--- src/rtl/fm_radio_pkg.sv ---
// Shared definitions for the FM receiver datapath: the I/Q sample width, the
// default quantization shift, and the quantize helper that later stages reuse.
package fm_radio_pkg;

  localparam int IQ_SAMPLE_WIDTH = 16;
  localparam int QUANTIZE_WIDTH  = 10;

  // Widest quantized result any stage may request; callers size-cast down.
  localparam int QUANT_MAX_WIDTH = 64;

  // Sign-extend a raw 16-bit sample, then shift it left by `shift`.
  // The result is returned at full width so each caller can keep its own
  // DATA_WIDTH low bits.
  function automatic logic [QUANT_MAX_WIDTH-1:0] quantize(
    input logic [IQ_SAMPLE_WIDTH-1:0] sample,
    input int unsigned                shift
  );
    logic [QUANT_MAX_WIDTH-1:0] ext;
    ext = {{(QUANT_MAX_WIDTH-IQ_SAMPLE_WIDTH){sample[IQ_SAMPLE_WIDTH-1]}}, sample};
    return ext << shift;
  endfunction

endpackage

--- src/rtl/iq_pair_buffer.sv ---
// Two-entry FIFO of quantized {I,Q} pairs. Slot 0 is always the head, so the
// head data comes straight from a register with no read-pointer mux.
module iq_pair_buffer #(
  parameter int W = 32
) (
  input  logic         clock,
  input  logic         reset_n,
  input  logic         wr_en,
  input  logic [W-1:0] wr_i,
  input  logic [W-1:0] wr_q,
  input  logic         pop,
  output logic [1:0]   occ,
  output logic [W-1:0] head_i,
  output logic [W-1:0] head_q
);

  logic [W-1:0] slot0_i, slot0_q;
  logic [W-1:0] slot1_i, slot1_q;
  logic [1:0]   occ_r;

  // Shift-style storage: writes land in the first free slot, pops move slot 1 forward.
  // NOTE: sequential state uses non-blocking (<=) so every register samples pre-edge values.
  always_ff @(posedge clock or negedge reset_n) begin
    if (!reset_n) begin
      // NOTE: the storage is reset because the head slot drives the outputs
      // directly and must read as zero while the block is in reset.
      slot0_i <= '0;
      slot0_q <= '0;
      slot1_i <= '0;
      slot1_q <= '0;
      occ_r   <= 2'd0;
    end else begin
      unique case ({wr_en, pop})
        2'b10: begin
          if (occ_r == 2'd0) begin
            slot0_i <= wr_i;
            slot0_q <= wr_q;
          end else begin
            slot1_i <= wr_i;
            slot1_q <= wr_q;
          end
          occ_r <= occ_r + 2'd1;
        end
        2'b01: begin
          slot0_i <= slot1_i;
          slot0_q <= slot1_q;
          occ_r   <= occ_r - 2'd1;
        end
        2'b11: begin
          // Occupancy is unchanged; with one entry the new pair becomes head.
          if (occ_r == 2'd1) begin
            slot0_i <= wr_i;
            slot0_q <= wr_q;
          end else begin
            slot0_i <= slot1_i;
            slot0_q <= slot1_q;
            slot1_i <= wr_i;
            slot1_q <= wr_q;
          end
        end
        default: ;
      endcase
    end
  end

  assign occ    = occ_r;
  assign head_i = slot0_i;
  assign head_q = slot0_q;

endmodule

--- src/rtl/iq_unpack.sv ---
// Pops raw 32-bit words from the input FIFO, splits them into I (low half) and
// Q (high half), quantizes both and streams the pairs out on valid/ready.
// Credit-based prefetch covers the FIFO's one-cycle read latency.
module iq_unpack
  import fm_radio_pkg::*;
#(
  parameter int DATA_WIDTH     = 32,
  parameter int QUANTIZE_WIDTH = fm_radio_pkg::QUANTIZE_WIDTH
) (
  input  logic                  clock,
  input  logic                  reset_n,
  input  logic                  in_empty,
  output logic                  in_rd_en,
  input  logic [31:0]           in_dout,
  output logic                  out_valid,
  input  logic                  out_ready,
  output logic [DATA_WIDTH-1:0] i_out,
  output logic [DATA_WIDTH-1:0] q_out,
  output logic [31:0]           pair_count
);

  logic                  inflight;
  logic                  pop;
  logic [1:0]            occ;
  logic [2:0]            credit_used;
  logic [DATA_WIDTH-1:0] wr_i;
  logic [DATA_WIDTH-1:0] wr_q;

  assign pop = out_valid && out_ready;

  // Pairs buffered plus the read in flight must stay below two after this
  // cycle's pop; the pop term makes the credit return the same cycle.
  assign credit_used = {1'b0, occ} + {2'b00, inflight};
  assign in_rd_en    = reset_n && !in_empty && (credit_used < ({2'b00, pop} + 3'd2));

  // The FIFO returns data one cycle after the pop, so remember the issue.
  always_ff @(posedge clock or negedge reset_n) begin
    if (!reset_n) inflight <= 1'b0;
    else          inflight <= in_rd_en;
  end

  assign wr_i = DATA_WIDTH'(quantize(in_dout[IQ_SAMPLE_WIDTH-1:0], QUANTIZE_WIDTH));
  assign wr_q = DATA_WIDTH'(quantize(in_dout[2*IQ_SAMPLE_WIDTH-1:IQ_SAMPLE_WIDTH], QUANTIZE_WIDTH));

  iq_pair_buffer #(
    .W (DATA_WIDTH)
  ) u_buffer (
    .clock   (clock),
    .reset_n (reset_n),
    .wr_en   (inflight),
    .wr_i    (wr_i),
    .wr_q    (wr_q),
    .pop     (pop),
    .occ     (occ),
    .head_i  (i_out),
    .head_q  (q_out)
  );

  assign out_valid = (occ != 2'd0);

  // Count delivered pairs; wraps naturally at 2^32.
  always_ff @(posedge clock or negedge reset_n) begin
    if (!reset_n)  pair_count <= '0;
    else if (pop)  pair_count <= pair_count + 32'd1;
  end

endmodule

--- config.mk ---
export PLATFORM = sky130hd
export DESIGN_NAME = iq_unpack
export DESIGN_NICKNAME = d
export VERILOG_FILES = /design/src/rtl/fm_radio_pkg.sv /design/src/rtl/iq_pair_buffer.sv /design/src/rtl/iq_unpack.sv
export SDC_FILE = /design/constraint.sdc
export NUM_CORES = 1
export LEC_CHECK = 0
export CORE_ASPECT_RATIO = 1.25
export CORE_MARGIN = 5
export CORE_UTILIZATION = 25
export DETAILED_ROUTE_END_ITERATION = 10
export DONT_BUFFER_PORTS = 1
export GPL_ROUTABILITY_DRIVEN = 1
export HOLD_SLACK_MARGIN = 0.08
export PLACE_DENSITY = 0.4
export SLEW_MARGIN = 20
export SYNTH_ARGS = -nofsm -noshare
export SYNTH_HDL_FRONTEND = slang
export SYNTH_HIERARCHICAL = 1
export SYNTH_SLANG_ARGS = --single-unit
--- constraint.sdc ---
create_clock -name clock -period 3 [get_ports clock]
set_clock_uncertainty 0.1 [all_clocks]
set_input_delay 0.6 -clock clock [delete_from_list [all_inputs] [get_ports clock]]
set_output_delay 0.6 -clock clock [all_outputs]
set_load 0.1 [all_outputs]
==> results_dict.tcl <==
set metrics [dict create \
    route.detailed.wl_per_inst_um 18.0 \
    cp.buffers_inverters 2 \
    cts.repair_timing.setup_buffer_count 0 \
    n_antenna_cell 0 \
    cell_types_with_the_largest_area_share_after_synthesis "dfrtp_1 (55%), mux2_2 (8.0%), a31oi_1 (5.4%)" \
    placed_cells_incl_taps 1098 \
    ctsResizeCount 0 \
    critical_path_end_type "output port" \
    via_count 5351 \
    min-delay-path-class "in2async" \
    cp_slowest_stage_delay_ps 430 \
    flip_flop_and_latch_count_after_synthesis 163 \
    finalWeightedCongestion 0.783 \
    firstDrtPassIters 4 \
    number_of_distinct_library_cell_variants_in_the_gate_level_netlist_after_synthesis 42 \
    timing.fmax_mhz 367 \
    final_cell_count_no_fill 1130 \
    drc 0 \
    clock_tree.root_cell "clkbuf_16" \
    cp_data_arrival_time_ps 2020 \
    critical_path_peak_fanout 6 \
    synth_warnings 6 \
    number_of_ports_placed_on_the_die_boundary 134 \
    globalRoute.totalOverflow 0 \
    synth_edf_count 0 \
    drt-initial-drc-count 236 \
    final_min_period_over_clock_period_pct 90.8 \
    core_area_um2 29400 \
    num_rows 70 \
    min_tclk_post_route_ps 2720 \
    critPathLaunch "u_buffer/occ[0]" \
    post-place-ws_ps 311 \
    post-synth-top-area-cell "dfrtp_1" \
    postSynth.asyncResetShare_pct 100 \
    numCtsBuffers 17 \
    ys_top_cells_by_count "dfrtp_1 (163), nand3_1 (73), nor3_1 (68), o21ai_0 (66), a31oi_1 (64)" \
    criticalPathCategory "reg2out" \
    path_delay_family "buffers and inverters" \
    worst_skew_pair.late_latency_ps 430 \
    grt_pass1_vias 5618 \
    yosysMostFrequentCell "dfrtp_1" \
    ant_nets 0 \
    finish.net_count 766 \
    htreeDepth 4 \
    drt-total-wl_um 20300 \
    fraction_of_post_synthesis_cell_area_in_the_top_cell_type_by_area_pct 54.5 \
    dpl_hpwl_um 12800 \
    critical_path_required_ps 2300 \
    syn_area_per_cell_um2 11.1 \
    failed_checks "negative hold slack" \
    drt-vias-per-instance 4.74 \
    setup_slack_ps 276 \
    clk_path_buf_depth 2 \
    synth.yosys.seq_area_share_pct 54.5 \
    crit_chain "buf_4 > ha_1 > ha_1 > o21ai_0 > and3_1 > buf_4" \
    worst_hold_slack_ps -235 \
    postLayoutCoreUtil_pct 30.0 \
    clk_pin_slew_ps 70 \
    cpMaxStageDelayCell "dfrtp_1" \
    cts_tree "done" \
    overall_die_area_um2 33500 \
    rsz_0062_raised_after_global_routing "false" \
    post_synth_instance_area_um2 7480 \
    fp.dieW_um 165 \
    grt_start_max_net_pins 165 \
    cap_viol_max_count 0 \
    floorplan.die.height_um 203 \
    initial_standard_cell_utilization_of_the_core_pct 25.4 \
    track_usage_pct 12.1 \
    numClockSinks 163 \
    slew_violations 0 \
    final_layout_size_suffix_gt1_share_pct 21.5 \
    p_r_area_growth_vs_syn_pct 18.1 \
    max-slew-margin-rel_pct 32.6 \
    setup_tns_ps 0 \
    io_buffers 0 \
    final_hold_violation_count 163 \
    outcome "finished, violations left" \
    post_synthesis_instance_total 675 \
    ys.flop_type "dfrtp_1" \
    timing.critical_path.from_type "register" \
    number_of_failing_setup_endpoints_in_the_final_timing_report 0 \
    number_of_antenna_violations_at_the_first_check_in_global_routing 0 \
    crit-reg2reg-launch "u_buffer/occ[1]" \
    worst_pin_slew_ps 1010 \
    global_route_wire_length_before_repair_um 31900 \
]
-- metrics by stage --
| step | hold WS, ps | cell area, um^2 |
|---|---|---|
| 6_report | -235 | 8840 |
| 5_1_grt | -262 | 8840 |
| 4_1_cts | -263 | 8840 |
| 3_5_place_dp | 209 | 8240 |
| 3_3_place_gp | 209 | 8240 |
| 2_1_floorplan | 204 | 7630 |
-- cell type report --
class,count,area [um^2]
fill,3077,20600
sequential,163,4080
multi-input combinational,487,3260
tap,396,495
clock buffer,19,443
timing repair buffer,45,388
clock inverter,13,151
inverter,7,26.3
-- per-layer routing --
layer | global-route usage, % | wire length [um]
met3 | 4.22 | 1620
met1 | 14.0 | 7970
met2 | 20.8 | 10400
met4 | 4.16 | 325
met5 | 0 | 0
-- kinds of logic (layout without fill, tap and decap cells) --
logic type | count (synthesis) | after routing | synth area share, %
compound gates | 133 | 133 | 10.4
xor+xnor | 33 | 33 | 3.86
fa+ha+maj | 9 | 9 | 1.51
buf+inv | 64 | 84 | 4.10
flops | 163 | 163 | 54.5
mux | 64 | 64 | 10.1
other cells | 1 | 40 | 0.0501
simple gates | 208 | 208 | 15.5
-- sequential cells by signal, summed over array words and instances, names as in the netlist --
register          flops
inflight              1
pair_count           32
u_buffer/head_i      32
u_buffer/head_q      32
u_buffer/occ          2
u_buffer/slot1_i     32
u_buffer/slot1_q     32
-- path summary, 6_finish.rpt --
kind / cells past startpoint / slack (ps) / endpoint
setup reg to reg: 8 / 410 / u_buffer/slot1_i[21]
hold / removal: 0 / -240 / u_buffer/head_q[9]
min in group clock: 1 / 220 / u_buffer/slot1_i[30]
hold reg to reg: 1 / 390 / u_buffer/slot1_i[30]
setup / recovery: 6 / 280 / in_rd_en
max in group asynchronous: 0 / 2860 / u_buffer/slot1_i[16]
-- layout by cell type, fill, tap and decap left out, drive strengths merged --
cell | Yosys | final
nand3 | 74 | 74
nor2 | 5 | 5
xor2 | 8 | 8
and4 | 7 | 7
nand2 | 13 | 13
nand2b | 3 | 3
conb | 1 | 40
ha | 9 | 9
or2 | 2 | 2
clkinv | 0 | 5
clkinvlp | 0 | 3
xnor2 | 25 | 25
mux2 | 64 | 64
and2 | 4 | 4
a31oi | 64 | 64
nor2b | 2 | 2
inv | 7 | 10
dfrtp | 163 | 163
nand4b | 1 | 1
o21ai | 67 | 67
clkbuf | 31 | 19
nor4 | 6 | 6
a211oi | 1 | 1
and3 | 6 | 6
nor3 | 69 | 69
bufinv | 0 | 2
buf | 26 | 45
nand4 | 16 | 16
o21ba | 1 | 1
Power is left out: the tool's default activity adds up to more than one toggle a clock period on the data nets, which glitch-free logic cannot reach.
